### src/rtl/carry_seg_pkg.sv
// Shared definitions for the segmented carry pipeline: carry-init codes,
// the carry-init resolver and the stage-count derivation.
package carry_seg_pkg;

  localparam logic [1:0] CINIT_ZERO = 2'b00;
  localparam logic [1:0] CINIT_ONE  = 2'b01;
  localparam logic [1:0] CINIT_EXT  = 2'b10;

  function automatic int unsigned nseg_of(input int unsigned width, input int unsigned seg);
    return width / seg;
  endfunction

  function automatic logic cinit_resolve(input logic [1:0] code, input logic ext);
    logic c0;
    case (code)
      CINIT_ONE: c0 = 1'b1;
      CINIT_EXT: c0 = ext;
      default:   c0 = 1'b0;  // CINIT_ZERO and the reserved code 2'b11
    endcase
    return c0;
  endfunction

endpackage

### src/rtl/carry_seg_pipe_slice.sv
// One registered SEG-bit add slice: {c_q, s_q} <= a_s + b_s + c_in when en,
// otherwise holds. Async active-high reset clears sum and carry.
module carry_seg_slice
  import carry_seg_pkg::*;
#(
  parameter int unsigned SEG = 8
) (
  input  logic           clk,
  input  logic           rst,
  input  logic           en,
  input  logic [SEG-1:0] a_s,
  input  logic [SEG-1:0] b_s,
  input  logic           c_in,
  output logic [SEG-1:0] s_q,
  output logic           c_q
);

  logic [SEG-1:0] s_d;
  logic           c_d;

  always_comb begin
    s_d = s_q;
    c_d = c_q;
    if (en) begin
      {c_d, s_d} = {1'b0, a_s} + {1'b0, b_s} + {{SEG{1'b0}}, c_in};
    end
  end

  always_ff @(posedge clk or posedge rst) begin
    if (rst) begin
      s_q <= '0;
      c_q <= 1'b0;
    end else begin
      s_q <= s_d;
      c_q <= c_d;
    end
  end

endmodule

### src/rtl/carry_seg_pipe.sv
// Pipelined segmented adder: one SEG-bit slice per stage, carries registered
// between slices. Optional signed-overflow output ovf under CARRY_SEG_PIPE_OVF_EN.
module carry_seg_pipe
  import carry_seg_pkg::*;
#(
  parameter int unsigned WIDTH = 32,
  parameter int unsigned SEG   = 8
) (
  input  logic             clk,
  input  logic             rst,
  input  logic             in_valid,
  output logic             in_ready,
  input  logic [WIDTH-1:0] a,
  input  logic [WIDTH-1:0] b,
  input  logic [1:0]       cinit,
  input  logic             carryin,
  output logic             out_valid,
  input  logic             out_ready,
  output logic [WIDTH-1:0] sum,
  output logic             carryout
`ifdef CARRY_SEG_PIPE_OVF_EN
  ,
  output logic             ovf
`endif
);

  localparam int unsigned NSEG = nseg_of(WIDTH, SEG);
  localparam int unsigned OW   = 2 * SEG;  // one {a,b} operand slice pair

  // Handshake: a beat transfers on a rising edge where valid && ready. adv is
  // the single pipeline enable; every stage shifts or holds together, so
  // in_ready depends only on out_valid/out_ready, never on in_valid.
  logic adv;
  assign adv      = !out_valid || out_ready;
  assign in_ready = adv;

  logic [NSEG:0] vld_q, vld_d;
  logic          c0_q, c0_d;
  logic [NSEG:0] cy;

  always_comb begin
    vld_d = vld_q;
    c0_d  = c0_q;
    if (adv) begin
      vld_d = {vld_q[NSEG-1:0], in_valid};
      c0_d  = cinit_resolve(cinit, carryin);
    end
  end

  always_ff @(posedge clk or posedge rst) begin
    if (rst) begin
      vld_q <= '0;
      c0_q  <= 1'b0;
    end else begin
      vld_q <= vld_d;
      c0_q  <= c0_d;
    end
  end

  assign cy[0]     = c0_q;
  assign out_valid = vld_q[NSEG];
  assign carryout  = cy[NSEG];

  // Slice j's operands are skewed j+1 registers so they meet the carry from
  // slice j-1; its sum is then deskewed so all slices line up at the output.
  for (genvar j = 0; j < NSEG; j++) begin : g_slice
    localparam int unsigned OD = j + 1;
    localparam int unsigned SD = NSEG - 1 - j;

    logic [OD*OW-1:0] op_q, op_d, op_shift;
    logic [OW-1:0]    op_in, op_cur;
    logic [SEG-1:0]   s_q;

    assign op_in  = {a[j*SEG +: SEG], b[j*SEG +: SEG]};
    assign op_cur = op_q[OD*OW-1 -: OW];

    if (j == 0) begin : g_op1
      assign op_shift = op_in;
    end else begin : g_opn
      assign op_shift = {op_q[j*OW-1:0], op_in};
    end

    always_comb begin
      op_d = op_q;
      if (adv) op_d = op_shift;
    end

    always_ff @(posedge clk or posedge rst) begin
      if (rst) op_q <= '0;
      else     op_q <= op_d;
    end

    carry_seg_slice #(.SEG(SEG)) u_slice (
      .clk  (clk),
      .rst  (rst),
      .en   (adv),
      .a_s  (op_cur[OW-1:SEG]),
      .b_s  (op_cur[SEG-1:0]),
      .c_in (cy[j]),
      .s_q  (s_q),
      .c_q  (cy[j+1])
    );

    if (SD == 0) begin : g_sum0
      assign sum[j*SEG +: SEG] = s_q;
    end else begin : g_sumn
      logic [SD*SEG-1:0] sd_q, sd_d, sd_shift;

      if (SD == 1) begin : g_sd1
        assign sd_shift = s_q;
      end else begin : g_sdn
        assign sd_shift = {sd_q[(SD-1)*SEG-1:0], s_q};
      end

      always_comb begin
        sd_d = sd_q;
        if (adv) sd_d = sd_shift;
      end

      always_ff @(posedge clk or posedge rst) begin
        if (rst) sd_q <= '0;
        else     sd_q <= sd_d;
      end

      assign sum[j*SEG +: SEG] = sd_q[SD*SEG-1 -: SEG];
    end

`ifdef CARRY_SEG_PIPE_OVF_EN
    if (j == NSEG - 1) begin : g_ovf
      logic [1:0] msb_q, msb_d;  // {a MSB, b MSB} aligned with the output register

      always_comb begin
        msb_d = msb_q;
        if (adv) msb_d = {op_cur[OW-1], op_cur[SEG-1]};
      end

      always_ff @(posedge clk or posedge rst) begin
        if (rst) msb_q <= 2'b00;
        else     msb_q <= msb_d;
      end

      assign ovf = (msb_q[1] == msb_q[0]) && (sum[WIDTH-1] != msb_q[1]);
    end
`endif
  end

endmodule

### config.mk
export PLATFORM = sky130hd
export DESIGN_NAME = carry_seg_pipe
export DESIGN_NICKNAME = d
export VERILOG_FILES = /design/src/rtl/carry_seg_pkg.sv /design/src/rtl/carry_seg_pipe_slice.sv /design/src/rtl/carry_seg_pipe.sv
export SDC_FILE = /design/constraint.sdc
export NUM_CORES = 1
export LEC_CHECK = 0
export ABC_CLOCK_PERIOD_IN_PS = 14400
export BUFFER_PORTS_ARGS = -buffer_cell sky130_fd_sc_hd__buf_2
export CAP_MARGIN = 20
export CORE_ASPECT_RATIO = 0.7
export CORE_MARGIN = 3
export CORE_UTILIZATION = 54
export DETAILED_ROUTE_END_ITERATION = 7
export GPL_ROUTABILITY_DRIVEN = 1
export PLACE_DENSITY = 0.83
export SYNTH_ARGS = -nofsm -noshare
export SYNTH_HDL_FRONTEND = slang
export SYNTH_SLANG_ARGS = --single-unit
### constraint.sdc
create_clock -name clk -period 14.4 [get_ports clk]
set_input_delay 0 -clock clk [delete_from_list [all_inputs] [get_ports clk]]
set_output_delay 0 -clock clk [all_outputs]
set_load 0.03 [all_outputs]
==> results.md <==
- First-pass GRT wire length: 38600 um
- Gr busiest metal: met2
- Grt met3 use: 3.42%
- Sw Share: 38.3%
- Avg Cell Area, Syn: 9.04 um^2
- Hold buffers post-CTS: 69
- WP buf/inv: 3
- Worst hold path type: in2async
- CTS sink count: 250
- Post-cts repair resize count: 0
- Crit Path Category: reg2reg
- Register area: 0.00626 mm^2
- WP depth: 7
- Worst-Skew Late Latency: 0.50 ns
- Cell accounting for the most synthesized area: dfrtp_1
- Pint: 1.82 mW
- Top cells by area, synth: dfrtp_1, nand2_1, ha_1
- Register area share after synthesis: 57.0%
- Synth Register Bits: 250
- Largest delay contributor family on the critical path: buffers and inverters
- DR WL/cell: 13.9 um
- CP cell instances: nor2b_4 -> buf_4 -> inv_6 -> buf_4 -> nand2b_1 -> o22a_1 -> o31a_1
- Rows: 42
- Crit-path max FO: 137
- Largest net degree at the start of global routing: 138
- GR Util All Layers: 20.8%
- Die Height: 125 um
- Clock power share: 21.4%
- Final antenna-violating net count: 0
- Yosys top cell area share: 57.0%
- Arr. time, crit path: 3.67 ns
- Yosys warns: 0
- Unrepaired setup endpoints after global routing: false
- Area of the multi-input gates: 0.00427 mm^2
- PD cells: 228 mW/mm^2
- Final setup viols: 0
- Diode count: 0
- Port bufs: 105
- Fmax: 305 MHz
- Chip width: 176 um
- Initial antenna violation count: 0
- Post-CTS setup repair buffer count: 0
- # IOs: 106
- Clk buf depth: 3
- Lkg Pwr: 6.80 nW
- CTS tree: built
- DRT Pass-1 Iters: 5
- Max-Cap Viols: 0
- Pins over their slew limit: 0
- Die area: 0.0221 mm^2
- Worst-margin pin slew: 1.01 ns
- R2R depth: 7
- Mapped Cells: 1215
- CTS clock-pin slew for the worst setup and hold paths: 0.06 ns
- Via count of the routed design: 8304
- Prevailing post-synth register cell: dfrtp_1
- DRT iter0 DRCs: 649
- Max stage delay on crit path: 0.87 ns
- Std-Cell Core Area: 0.0194 mm^2
- Slew margin rel.: 33.0%
- Final hold violations: 0
- GR met1 Demand/Resource: 30.4%
- Synth Cell Area: 0.0110 mm^2
- Global routing usage on met2: 33.3%
- Clock Skew: 0.00713 ns
- Vias in the first global route: 8159
- Worst Setup End Kind: flip-flop
- Clock root buffer: clkbuf_16
- HPWL after DPL: 13700 um
- Post-Synthesis Net Count: 1324
- Post-synth EDFFs: 0
- GR Overflow Total: 0
- CP max stage cell: buf_4
- GPL Wtd Cong: 0.880
- Area Growth Syn to Fin: 17.9%
- # fillers: 1550
- Min Tclk post-route: 3.28 ns
- Setup TNS: 0 ns
- DRC: 0
- Initial Util: 56.5%
- Net Sw Power: 1.13 mW
- Seq pwr share: 40.4%
- Netlist cell types: 36
- Hold slack: 0.155 ns
- Final #Nets: 1456
- Post-synth ARST share: 100%
- Total Wirelength: 22600 um
- Worst vdd ir: 0.000129 V
- WP data required: 14.79 ns
- Cell repeated most along the worst path: buf_4
- Number of H-tree levels: 1
- Status: complete, no violations
- Fin crit share: 22.8%
- Gate power share: 38.2%
- CP Launch Type: flip-flop
- Num CTS Buffers: 24
- Layout cells sized above 1: 11.3%
- Vias/cell: 5.10
-- tightest hold or removal path, stage by stage --
cell	delay, ns
dlygate4sd3_1	0.53
buf_2	0.15
inv_8	0.47
-- routing by layer --
layer  wire [um]  vias up
met4         437        0
met5           0        -
met3        1020       41
li1            -     4138
met2       10400      161
met1       10800     3964
-- state kept, by name, indices dropped and copies added, names as in the netlist --
name / count
g_slice.op_cur: 16
vld_q: 5
g_slice.op_q: 144
g_slice.u_slice.c_q: 4
g_slice.g_sumn.sd_q: 48
c0_q: 1
g_slice.u_slice.s_q: 32
-- cell type report --
cell class	count	area share, %
repair buffers	180	9.74
clock buffers	34	5.48
multi-input cells	887	33.0
flip-flops and latches	250	48.3
well taps	264	2.55
clock inverters	8	0.734
inverters	4	0.213
-- power by group through the flow --
stage	combinational [mW]	sequential, mW	clock, mW
6_report	1.13	1.19	0.631
3_5_place_dp	1.10	1.20	0
4_1_cts	1.13	1.19	0.646
2_1_floorplan	0.875	1.20	0
5_1_grt	1.28	1.23	0.674
3_3_place_gp	1.06	1.19	0
-- worst paths after layout --
kind                                      startpoint                         to  slack [ns]
hold reg to reg            g_slice[1].g_sumn.sd_q[8]  g_slice[1].g_sumn.sd_q[8]        0.46
setup / recovery                            vld_q[4]     g_slice[1].u_slice.c_q       11.12
hold / removal                                   rst        g_slice[2].op_q[46]        0.15
max in group asynchronous                        rst        g_slice[3].op_q[54]       11.97
min in group clk                               a[24]         g_slice[3].op_q[8]        0.22
setup reg to reg                            vld_q[4]     g_slice[1].u_slice.c_q       11.12
-- cells in the final DEF (no fill, tap or decap), drive strengths merged, types with 6 or more instances in the layout --
cell	n
o21a	6
o21ai	30
fa	8
o21bai	8
nor3b	26
ha	30
nor3	10
dlygate4sd3	69
a21oi	7
a211oi	18
clkbuf	34
buf	111
a21o	8
nand2	683
dfrtp	250
a221oi	6
mux2i	8
-- synth_stat cells, types with 3 or more instances --
cell and instances:
o31a_1 4, o31ai_1 5, nand3_1 4, inv_1 4
a21o_1 8, nand2_1 683, fa_1 8, a21oi_1 7
a211oi_1 16, o21ai_0 28, buf_1 3, ha_1 30
buf_2 38, nor3_1 10, nand2b_1 5, dfrtp_1 250
o21a_1 6, nor3b_1 26, mux2i_1 8, buf_4 26
a221oi_1 6, xnor2_1 4, o21bai_1 8, clkbuf_1 5
-- cell families after synthesis --
kind of cell             Yosys count  share of synthesized area, %
XOR/XNOR                           4                         0.319
adder cells (fa/ha/maj)           38                          4.88
buffers and inverters             78                          4.13
AND/OR/NAND/NOR                  737                          26.7
AO/OA/AOI/OAI                    100                          6.27
multiplexers                       8                         0.729
flip-flops                       250                          57.0
-- through the flow --
step / setup slack, ns / power [mW] / util, % / cell area, um^2 / std cells
floorplan: 7.53 / 2.07 / - / 11000 / 1215
global placement: 11.16 / 2.25 / 58.9 / 11500 / 1516
detailed placement: 11.15 / 2.30 / 58.9 / 11500 / 1516
CTS: 11.13 / 2.97 / 66.6 / 12900 / 1627
global route: 10.80 / 3.19 / 66.6 / 12900 / 1627
finish: 11.12 / 2.95 / 66.6 / 12900 / 1627
Power figures use the tool's default switching activity.
